File: config.mk
export PLATFORM = sky130hd
export DESIGN_NAME = channel_in_tree_acc_flat
export DESIGN_NICKNAME = d
export VERILOG_FILES = /design/src/rtl/channel_in_tree_acc_if.sv /design/src/rtl/channel_in_tree_acc.sv /design/src/flat_wrapper.sv
export SDC_FILE = /design/constraint.sdc
export NUM_CORES = 2
export LEC_CHECK = 0
export CAP_MARGIN = 15
export CORE_AREA = 2 2 507 509
export CTS_CLUSTER_SIZE = 30
export DETAILED_ROUTE_END_ITERATION = 10
export DIE_AREA = 0 0 509 511
export MAX_ROUTING_LAYER = met4
export SLEW_MARGIN = 20
export SYNTH_ARGS = -nofsm -noshare
export SYNTH_HDL_FRONTEND = slang
export SYNTH_SLANG_ARGS = --single-unit
File: constraint.sdc
create_clock -name clk -period 5.72 [get_ports clk]
set_input_delay 1.43 -clock clk [delete_from_list [all_inputs] [get_ports clk]]
set_output_delay 1.43 -clock clk [all_outputs]
set_load 0.01 [all_outputs]
File: src/rtl/channel_in_tree_acc_if.sv
// ============================================================================
// Module      : channel_in_tree_acc_if
// Description : Beat-in / sum-out bundle for the channel-in tree accumulator.
// Revision    : 1.0 - initial release
// ============================================================================
`default_nettype none

interface channel_in_tree_acc_if #(
    parameter int COMPUTE_CHANNEL_IN_NUM = 4,
    parameter int LANE_NUM               = 8,
    parameter int LANE_WIDTH             = 32
);
    logic                                                in_valid;
    logic                                                in_first;
    logic                                                in_last;
    logic [COMPUTE_CHANNEL_IN_NUM*LANE_NUM*LANE_WIDTH-1:0] data_in;
    logic                                                out_valid;
    logic [LANE_NUM*LANE_WIDTH-1:0]                      data_out;
    logic                                                sat_flag;

    modport master (
        output in_valid, in_first, in_last, data_in,
        input  out_valid, data_out, sat_flag
    );

    modport slave (
        input  in_valid, in_first, in_last, data_in,
        output out_valid, data_out, sat_flag
    );
endinterface

`default_nettype wire

File: src/rtl/channel_in_tree_acc.sv
// ============================================================================
// Module      : channel_in_tree_acc
// Description : Registered adder tree over input channels, then per-lane
//               first/last framed accumulation with optional saturation.
// Revision    : 1.0 - initial release
// ============================================================================
`default_nettype none

module channel_in_tree_acc #(
    parameter int COMPUTE_CHANNEL_IN_NUM = 4,
    parameter int LANE_NUM               = 8,
    parameter int LANE_WIDTH             = 32,
    parameter int SATURATE               = 0
) (
    input  logic                  clk,
    input  logic                  rst,
    channel_in_tree_acc_if.slave  bus
);
    localparam int c_L     = $clog2(COMPUTE_CHANNEL_IN_NUM);
    localparam int c_SW    = LANE_WIDTH + c_L + 1;
    localparam int c_NLEAF = COMPUTE_CHANNEL_IN_NUM * LANE_NUM;
    localparam logic signed [c_SW-1:0] c_MAX = {{(c_L+2){1'b0}}, {(LANE_WIDTH-1){1'b1}}};
    localparam logic signed [c_SW-1:0] c_MIN = {{(c_L+2){1'b1}}, {(LANE_WIDTH-1){1'b0}}};

    logic signed [c_SW-1:0]       w_leaf    [c_NLEAF];
    logic signed [c_SW-1:0]       w_tree    [LANE_NUM];
    logic                         w_t_vld;
    logic                         w_t_first;
    logic                         w_t_last;
    logic signed [c_SW-1:0]       w_base    [LANE_NUM];
    logic signed [c_SW-1:0]       w_sum     [LANE_NUM];
    logic [LANE_WIDTH-1:0]        w_acc_nxt [LANE_NUM];
    logic                         w_clamp;
    logic signed [LANE_WIDTH-1:0] r_acc     [LANE_NUM];
    logic                         r_sat;
    logic                         r_done;

    always_comb begin
        for (int i = 0; i < c_NLEAF; i++) begin
            w_leaf[i] = c_SW'($signed(bus.data_in[i*LANE_WIDTH +: LANE_WIDTH]));
        end
    end

    generate
        if (c_L > 0) begin : g_tree
            // Levels 1..L packed back to back; level lv starts at node CIN - 2*(CIN>>lv).
            logic signed [c_SW-1:0] r_node [(COMPUTE_CHANNEL_IN_NUM-1)*LANE_NUM];
            logic [c_L-1:0]         r_vld;
            logic [c_L-1:0]         r_first;
            logic [c_L-1:0]         r_last;

            function automatic int node_idx(input int lv, input int k, input int p);
                return (COMPUTE_CHANNEL_IN_NUM - 2*(COMPUTE_CHANNEL_IN_NUM >> lv) + k) * LANE_NUM + p;
            endfunction

            always_ff @(posedge clk) begin
                for (int lv = 1; lv <= c_L; lv++) begin
                    for (int k = 0; k < (COMPUTE_CHANNEL_IN_NUM >> lv); k++) begin
                        for (int p = 0; p < LANE_NUM; p++) begin
                            if (lv == 1) begin
                                r_node[node_idx(1, k, p)] <= w_leaf[(2*k)*LANE_NUM + p]
                                                           + w_leaf[(2*k+1)*LANE_NUM + p];
                            end else begin
                                r_node[node_idx(lv, k, p)] <= r_node[node_idx(lv-1, 2*k, p)]
                                                            + r_node[node_idx(lv-1, 2*k+1, p)];
                            end
                        end
                    end
                end
            end

            always_ff @(posedge clk) begin
                if (rst) begin
                    r_vld   <= '0;
                    r_first <= '0;
                    r_last  <= '0;
                end else begin
                    r_vld   <= c_L'({r_vld,   bus.in_valid});
                    r_first <= c_L'({r_first, bus.in_first});
                    r_last  <= c_L'({r_last,  bus.in_last});
                end
            end

            always_comb begin
                for (int p = 0; p < LANE_NUM; p++) begin
                    w_tree[p] = r_node[node_idx(c_L, 0, p)];
                end
            end
            assign w_t_vld   = r_vld[c_L-1];
            assign w_t_first = r_first[c_L-1];
            assign w_t_last  = r_last[c_L-1];
        end else begin : g_bypass
            always_comb begin
                for (int p = 0; p < LANE_NUM; p++) begin
                    w_tree[p] = w_leaf[p];
                end
            end
            assign w_t_vld   = bus.in_valid;
            assign w_t_first = bus.in_first;
            assign w_t_last  = bus.in_last;
        end
    endgenerate

    always_comb begin
        w_clamp = 1'b0;
        for (int p = 0; p < LANE_NUM; p++) begin
            w_base[p] = w_t_first ? '0 : c_SW'(r_acc[p]);
            w_sum[p]  = w_base[p] + w_tree[p];
            if ((SATURATE != 0) && (w_sum[p] > c_MAX)) begin
                w_acc_nxt[p] = c_MAX[LANE_WIDTH-1:0];
                w_clamp      = 1'b1;
            end else if ((SATURATE != 0) && (w_sum[p] < c_MIN)) begin
                w_acc_nxt[p] = c_MIN[LANE_WIDTH-1:0];
                w_clamp      = 1'b1;
            end else begin
                w_acc_nxt[p] = w_sum[p][LANE_WIDTH-1:0];
            end
        end
    end

    // Output register sits one stage behind acc, so a last beat followed by a
    // first beat still publishes the finished sum before acc is overwritten.
    always_ff @(posedge clk) begin
        if (rst) begin
            for (int p = 0; p < LANE_NUM; p++) begin
                r_acc[p] <= '0;
            end
            r_sat         <= 1'b0;
            r_done        <= 1'b0;
            bus.out_valid <= 1'b0;
            bus.data_out  <= '0;
            bus.sat_flag  <= 1'b0;
        end else begin
            r_done        <= w_t_vld & w_t_last;
            bus.out_valid <= r_done;
            if (w_t_vld) begin
                for (int p = 0; p < LANE_NUM; p++) begin
                    r_acc[p] <= w_acc_nxt[p];
                end
                r_sat <= (~w_t_first & r_sat) | w_clamp;
            end
            if (r_done) begin
                for (int p = 0; p < LANE_NUM; p++) begin
                    bus.data_out[p*LANE_WIDTH +: LANE_WIDTH] <= r_acc[p];
                end
                bus.sat_flag <= r_sat;
            end
        end
    end
endmodule

`default_nettype wire
File: src/flat_wrapper.sv
// flat-port wrapper written by rule: the top's interface ports become plain ports
module channel_in_tree_acc_flat 
#(
    parameter int COMPUTE_CHANNEL_IN_NUM = 4,
    parameter int LANE_NUM               = 8,
    parameter int LANE_WIDTH             = 32,
    parameter int SATURATE               = 0
)
  (clk, rst, bus_in_valid, bus_in_first, bus_in_last, bus_data_in, bus_out_valid, bus_data_out, bus_sat_flag);
  channel_in_tree_acc_if #(.COMPUTE_CHANNEL_IN_NUM(COMPUTE_CHANNEL_IN_NUM), .LANE_NUM(LANE_NUM), .LANE_WIDTH(LANE_WIDTH)) bus_i ();
  input  logic clk;
  input  logic rst;
  input wire logic [$bits(bus_i.in_valid)-1:0] bus_in_valid;
  input wire logic [$bits(bus_i.in_first)-1:0] bus_in_first;
  input wire logic [$bits(bus_i.in_last)-1:0] bus_in_last;
  input wire logic [$bits(bus_i.data_in)-1:0] bus_data_in;
  output wire logic [$bits(bus_i.out_valid)-1:0] bus_out_valid;
  output wire logic [$bits(bus_i.data_out)-1:0] bus_data_out;
  output wire logic [$bits(bus_i.sat_flag)-1:0] bus_sat_flag;
  assign bus_i.in_valid = bus_in_valid;
  assign bus_i.in_first = bus_in_first;
  assign bus_i.in_last = bus_in_last;
  assign bus_i.data_in = bus_data_in;
  assign bus_out_valid = bus_i.out_valid;
  assign bus_data_out = bus_i.data_out;
  assign bus_sat_flag = bus_i.sat_flag;
  channel_in_tree_acc #(.COMPUTE_CHANNEL_IN_NUM(COMPUTE_CHANNEL_IN_NUM), .LANE_NUM(LANE_NUM), .LANE_WIDTH(LANE_WIDTH), .SATURATE(SATURATE)) u_core (.clk(clk), .rst(rst), .bus(bus_i));
endmodule
* Word level (Yosys, flattened, before mapping)
Memories as Yosys holds them, arrays and structs flattened.
Cells that the tools add are included.
** Operators by class
- Add/subtract/negate cells :: 32
- Multiplexer cells :: 21
- Bitwise logic cells :: 11
** Operator list (count)
- adder 32 x 32 -> 33 bit :: 16
- two-way mux 32 bit :: 16
- adder 35 bit :: 8
- adder 32 bit :: 8
- bitwise OR 1 bit :: 8
- two-way mux 1 bit :: 5
- AND 1 bit :: 2
- inverter 1 bit :: 1
** Word-level totals
- Bits in registers :: 266
- Memory bits (writable) :: 1096
- Memories kept :: 2
** Memory list
- u_core.g_tree.r_node :: words 24, width 35, read ports 24, clocked after memory_dff 0, wr ports 24, RTL line channel_in_tree_acc.sv:47 : logic signed [c_SW-1:0] r_node [(COMPUTE_CHANNEL_IN_NUM-1)*LANE_NUM];
- u_core.r_acc :: words 8, width 32, read ports 8, clocked after memory_dff 0, wr ports 8, RTL line channel_in_tree_acc.sv:34 : logic signed [LANE_WIDTH-1:0] r_acc [LANE_NUM];

* Longest topological paths before layout
- Word-level depth :: 4
- Depth in mapped cells :: 16
- Mapped depth without buffers :: 13

* Least setup slack after synthesis
OpenSTA, ideal clock, no wires.
- Kind :: input to register
- From :: input rst
- To :: memory u_core.r_acc[0][0] (enable)
- Slack :: 129 ps
- Buffers on the path :: 2
- Stages on the path :: 3
- Data required time :: 5209 ps
- Arrival :: 5080 ps
- Cells stage by stage :: clkbuf_1 > clkbuf_1 > or2_2
** RTL lines
- from (decl) :: RTL line flat_wrapper.sv:12 : input logic rst;
- to (decl) :: RTL line channel_in_tree_acc.sv:34

==> summary.txt <==
Status
  • Status: finished, final reports clean

STA
  • Max Clk Rate: 0.215 GHz
  • RSZ-0062 raised after global routing: false
  • Final hold viol count: 0
  • Worst-Margin Slew: 0.957 ns
  • Post-route clock period utilization: 81.5%
  • Final Critical Period: 4.66 ns
  • Final setup margin: 1.06 ns
  • Worst hold margin: 0.424 ns
  • Clock Skew: 0.0387 ns
  • TNS Setup: 0 ns
  • Max-slew violation count: 0
  • Rel. slew slack: 34.6%
  • Final setup vio count: 0

Floorplan
  • Placeable Area: 255000 um^2
  • Floorplan row count: 186
  • Die Span X: 509 um
  • Initial Util: 32.8%
  • Die Span Y: 511 um
  • Die area: 260000 um^2
  • I/O pin count: 1287

Worst setup path
  • Slowest stage cell on the critical path: fa_1
  • R2R cell count: 15
  • Critical path class: reg -> reg
  • Stages on the worst setup path: 15
  • Worst setup SP type: flip-flop
  • Top cell family by delay on the critical path: compound AO/OA/AOI/OAI gates
  • CP Max Fanout: 9
  • Cell chain of the critical path: buf_4 -> buf_4 -> nor2b_1 -> ha_1 -> fa_1 -> a21o_1 -> a21oi_1 -> o21ai_1 -> a221o_1 -> a221oi_2 -> o2111ai_1 -> a211oi_2 -> o21bai_1 -> a211oi_1 -> mux2i_1
  • CP Capture Type: flip-flop
  • Crit path top cell by count: buf_4
  • CP required: 6.25 ns
  • Buf+Inv Stages, Crit Path: 2
  • CP peak stage delay: 0.45 ns
  • CP arrival: 5.19 ns

Power
  • Power per cell area: 400 nW/um^2
  • Leak: 44.8 nW
  • Total power: 42.5 mW
  • VDD IR max: 269 uV

GRT
  • Total Routing Usage GR: 21.8%
  • Gr ovfl total: 0
  • Initial antenna violation count: 57
  • Global-route wire length before repair: 430000 um
  • Vias in the first global route: 72300
  • Largest net degree at the start of global routing: 107

Clock network
  • # resized after CTS: 0
  • CTS Hold Bufs: 0
  • Total CTS buffers: 158
  • Post-CTS setup buffers: 0
  • CTS Sinks: 1290
  • CTS H-Tree Depth: 4
  • CTS tree: built
  • Root buf cell: clkbuf_16
  • Clock buffer depth: 3
  • Clk pin slew, worst setup/hold paths: 0.06 ns
  • Clock latency at the later pin of the worst-skew pair: 0.80 ns

Routing
  • Drt drc: 0
  • Vias: 72700
  • Final ANT Viol Nets: 0
  • Via density: 5.17
  • First-pass DRT Iterations: 6
  • Met2 WL post-DR: 138000 um
  • Routed length on met1: 121000 um
  • 1st-iter DRT viols: 4192
  • WL final: 288000 um
  • Mean routed wirelength per cell: 20.5 um
  • Routed wl met3: 18200 um
  • Highest metal used: met4

Logic synthesis
  • Largest family of logic cells by synthesized area: compound AO/OA/AOI/OAI gates
  • Avg Inst Size Synth: 9.08 um^2
  • Post-synthesis xor/xnor area fraction: 8.83%
  • Simple-gate share of the synthesized area: 15.6%
  • Ys flop type: dfxtp_1
  • Synth area leader: dfxtp_1
  • Distinct cell type count after synthesis: 88
  • Synth Warn #: 0
  • Multiplexer share of the synthesized area: 3.31%
  • Post-synthesis cell count: 9231
  • Post-Syn Area: 83800 um^2
  • Synth cell count leaders: dfxtp_1 (1034), ha_1 (992), nor2_1 (967), a21oi_1 (828), xnor2_1 (543)
  • Area contributors post-synth: dfxtp_1 (25%), ha_1 (15%), edfxtp_1 (9.2%)
  • Yosys top cell area share: 24.7%
  • Most common cell in the synthesized netlist: dfxtp_1
  • Number of synthesized flops with an enable pin: 256
  • Syn Nets: 11300
  • Yosys reg bits: 1290
  • Synth Area in Adders: 15.6%
  • Post-synthesis compound-gate area fraction: 20.9%
  • Ys async rst share: 0%
  • Sequential area share after synthesis: 33.9%

Cells and area
  • Finished Layout Cells: 14100
  • Final core occ: 41.6%
  • Register area: 28400 um^2
  • Nets: 12600
  • Share of cells above drive strength 1: 3.76%
  • Layout fillers: 24900
  • Layout Area Growth over Synthesis: 26.7%
  • Final instance area: 106000 um^2
  • Multi-input gate area: 53900 um^2

Job
  • Max-Cap Viols: 0

Hold path
  • Min-Delay Path Class: reg -> reg
  • Worst hold stages: 1

Placement
  • I/O Buffers: 1286
  • Detail Placement HPWL: 234000 um
  • DP Cell Count: 13700
  • Area post-placement: 101000 um^2
  • GPL Wtd Cong: 0.958
  • Place WS: 0.463 ns
==> cell usage in the layout, fill, tap and decap left out, types with 131 or more instances in the layout <==
master           netlist  final
a21o_1               533    533
a21oi_1              828    828
clkbuf_16              0    167
clkdlybuf4s50_1        0   1285
dfxtp_1             1034   1032
edfxtp_1             256    256
ha_1                 992    992
inv_1                220    220
mux2i_1              269    269
nand2_1              399    399
nand2b_1             140    139
nand3_1              210    210
nor2_1               967    967
nor2b_1              385    384
nor3_1               169    169
o21a_1               131    131
o21ai_0              384    384
o21bai_1             145    145
xnor2_1              543    543
xor2_1               302    302
==> metal layers <==
metal | GRT usage [%] | up-vias
li1 | - | 36200
met1 | 25.4 | 34200
met2 | 36.6 | 1875
met3 | 4.79 | 390
met4 | 7.93 | 0
met5 | - | -
==> logic make-up (layout without fill, tap and decap cells) <==
| family | Yosys count | after routing |
|---|---|---|
| adders and majority gates | 1024 | 1024 |
| other | 0 | 42 |
| AOI/OAI and AO/OA | 2676 | 2676 |
| DFF | 1290 | 1290 |
| muxes | 275 | 275 |
| xor gates and xnor gates | 845 | 845 |
| buffers and inverters | 430 | 1834 |
| and+or+nand+nor | 2691 | 2691 |
==> worst register-to-register path, delay by kind of cell (launching register included) <==
family / cells / cell delay, ns
fa+ha+maj: 2 / 0.66
simple gates: 1 / 0.07
mux: 1 / 0.12
compound gates: 9 / 2.50
flops: 1 / 0.44
buf+inv: 2 / 0.61
==> path summary, 6_finish.rpt <==
path         slack (ns)                                   to                                 from
max                1.06    u_core.r_acc[1][28]$_SDFFCE_PN0P_  u_core.g_tree.r_first[1]$_SDFF_PP0_
min                0.42  u_core.g_tree.r_first[1]$_SDFF_PP0_  u_core.g_tree.r_first[0]$_SDFF_PP0_
max reg2reg        1.06    u_core.r_acc[1][28]$_SDFFCE_PN0P_  u_core.g_tree.r_first[1]$_SDFF_PP0_
min reg2reg        0.42  u_core.g_tree.r_first[1]$_SDFF_PP0_  u_core.g_tree.r_first[0]$_SDFF_PP0_
==> layout make-up <==
cell class	count	share of cell area, %
Clock buffer	224	4.40
Antenna cell	42	0.0990
Timing Repair Buffer	1320	12.5
Sequential cell	1290	26.7
Clock inverter	70	0.793
Inverter	220	0.778
Multi-Input combinational cell	7511	50.7
Tap cell	3384	3.99
==> power breakdown <==
| part | internal [mW] | switching, mW | leakage, nW |
|---|---|---|---|
| clock | 6.25 | 4.26 | 2.71 |
| combinational | 8.67 | 10.6 | 30.8 |
| sequential | 11.6 | 1.05 | 11.3 |
==> registers in the layout, indices dropped and copies added (netlist names) <==
register / count
u_core.g_tree.r_first: 2
u_core.r_done: 1
u_core.g_tree.r_node: 768
u_core.bus.data_out: 256
u_core.g_tree.r_last: 2
u_core.r_acc: 256
u_core.bus.out_valid: 1
u_core.r_sat: 1
u_core.bus.sat_flag: 1
u_core.g_tree.r_vld: 2
Note: power is estimated with default switching activity, not from simulation.
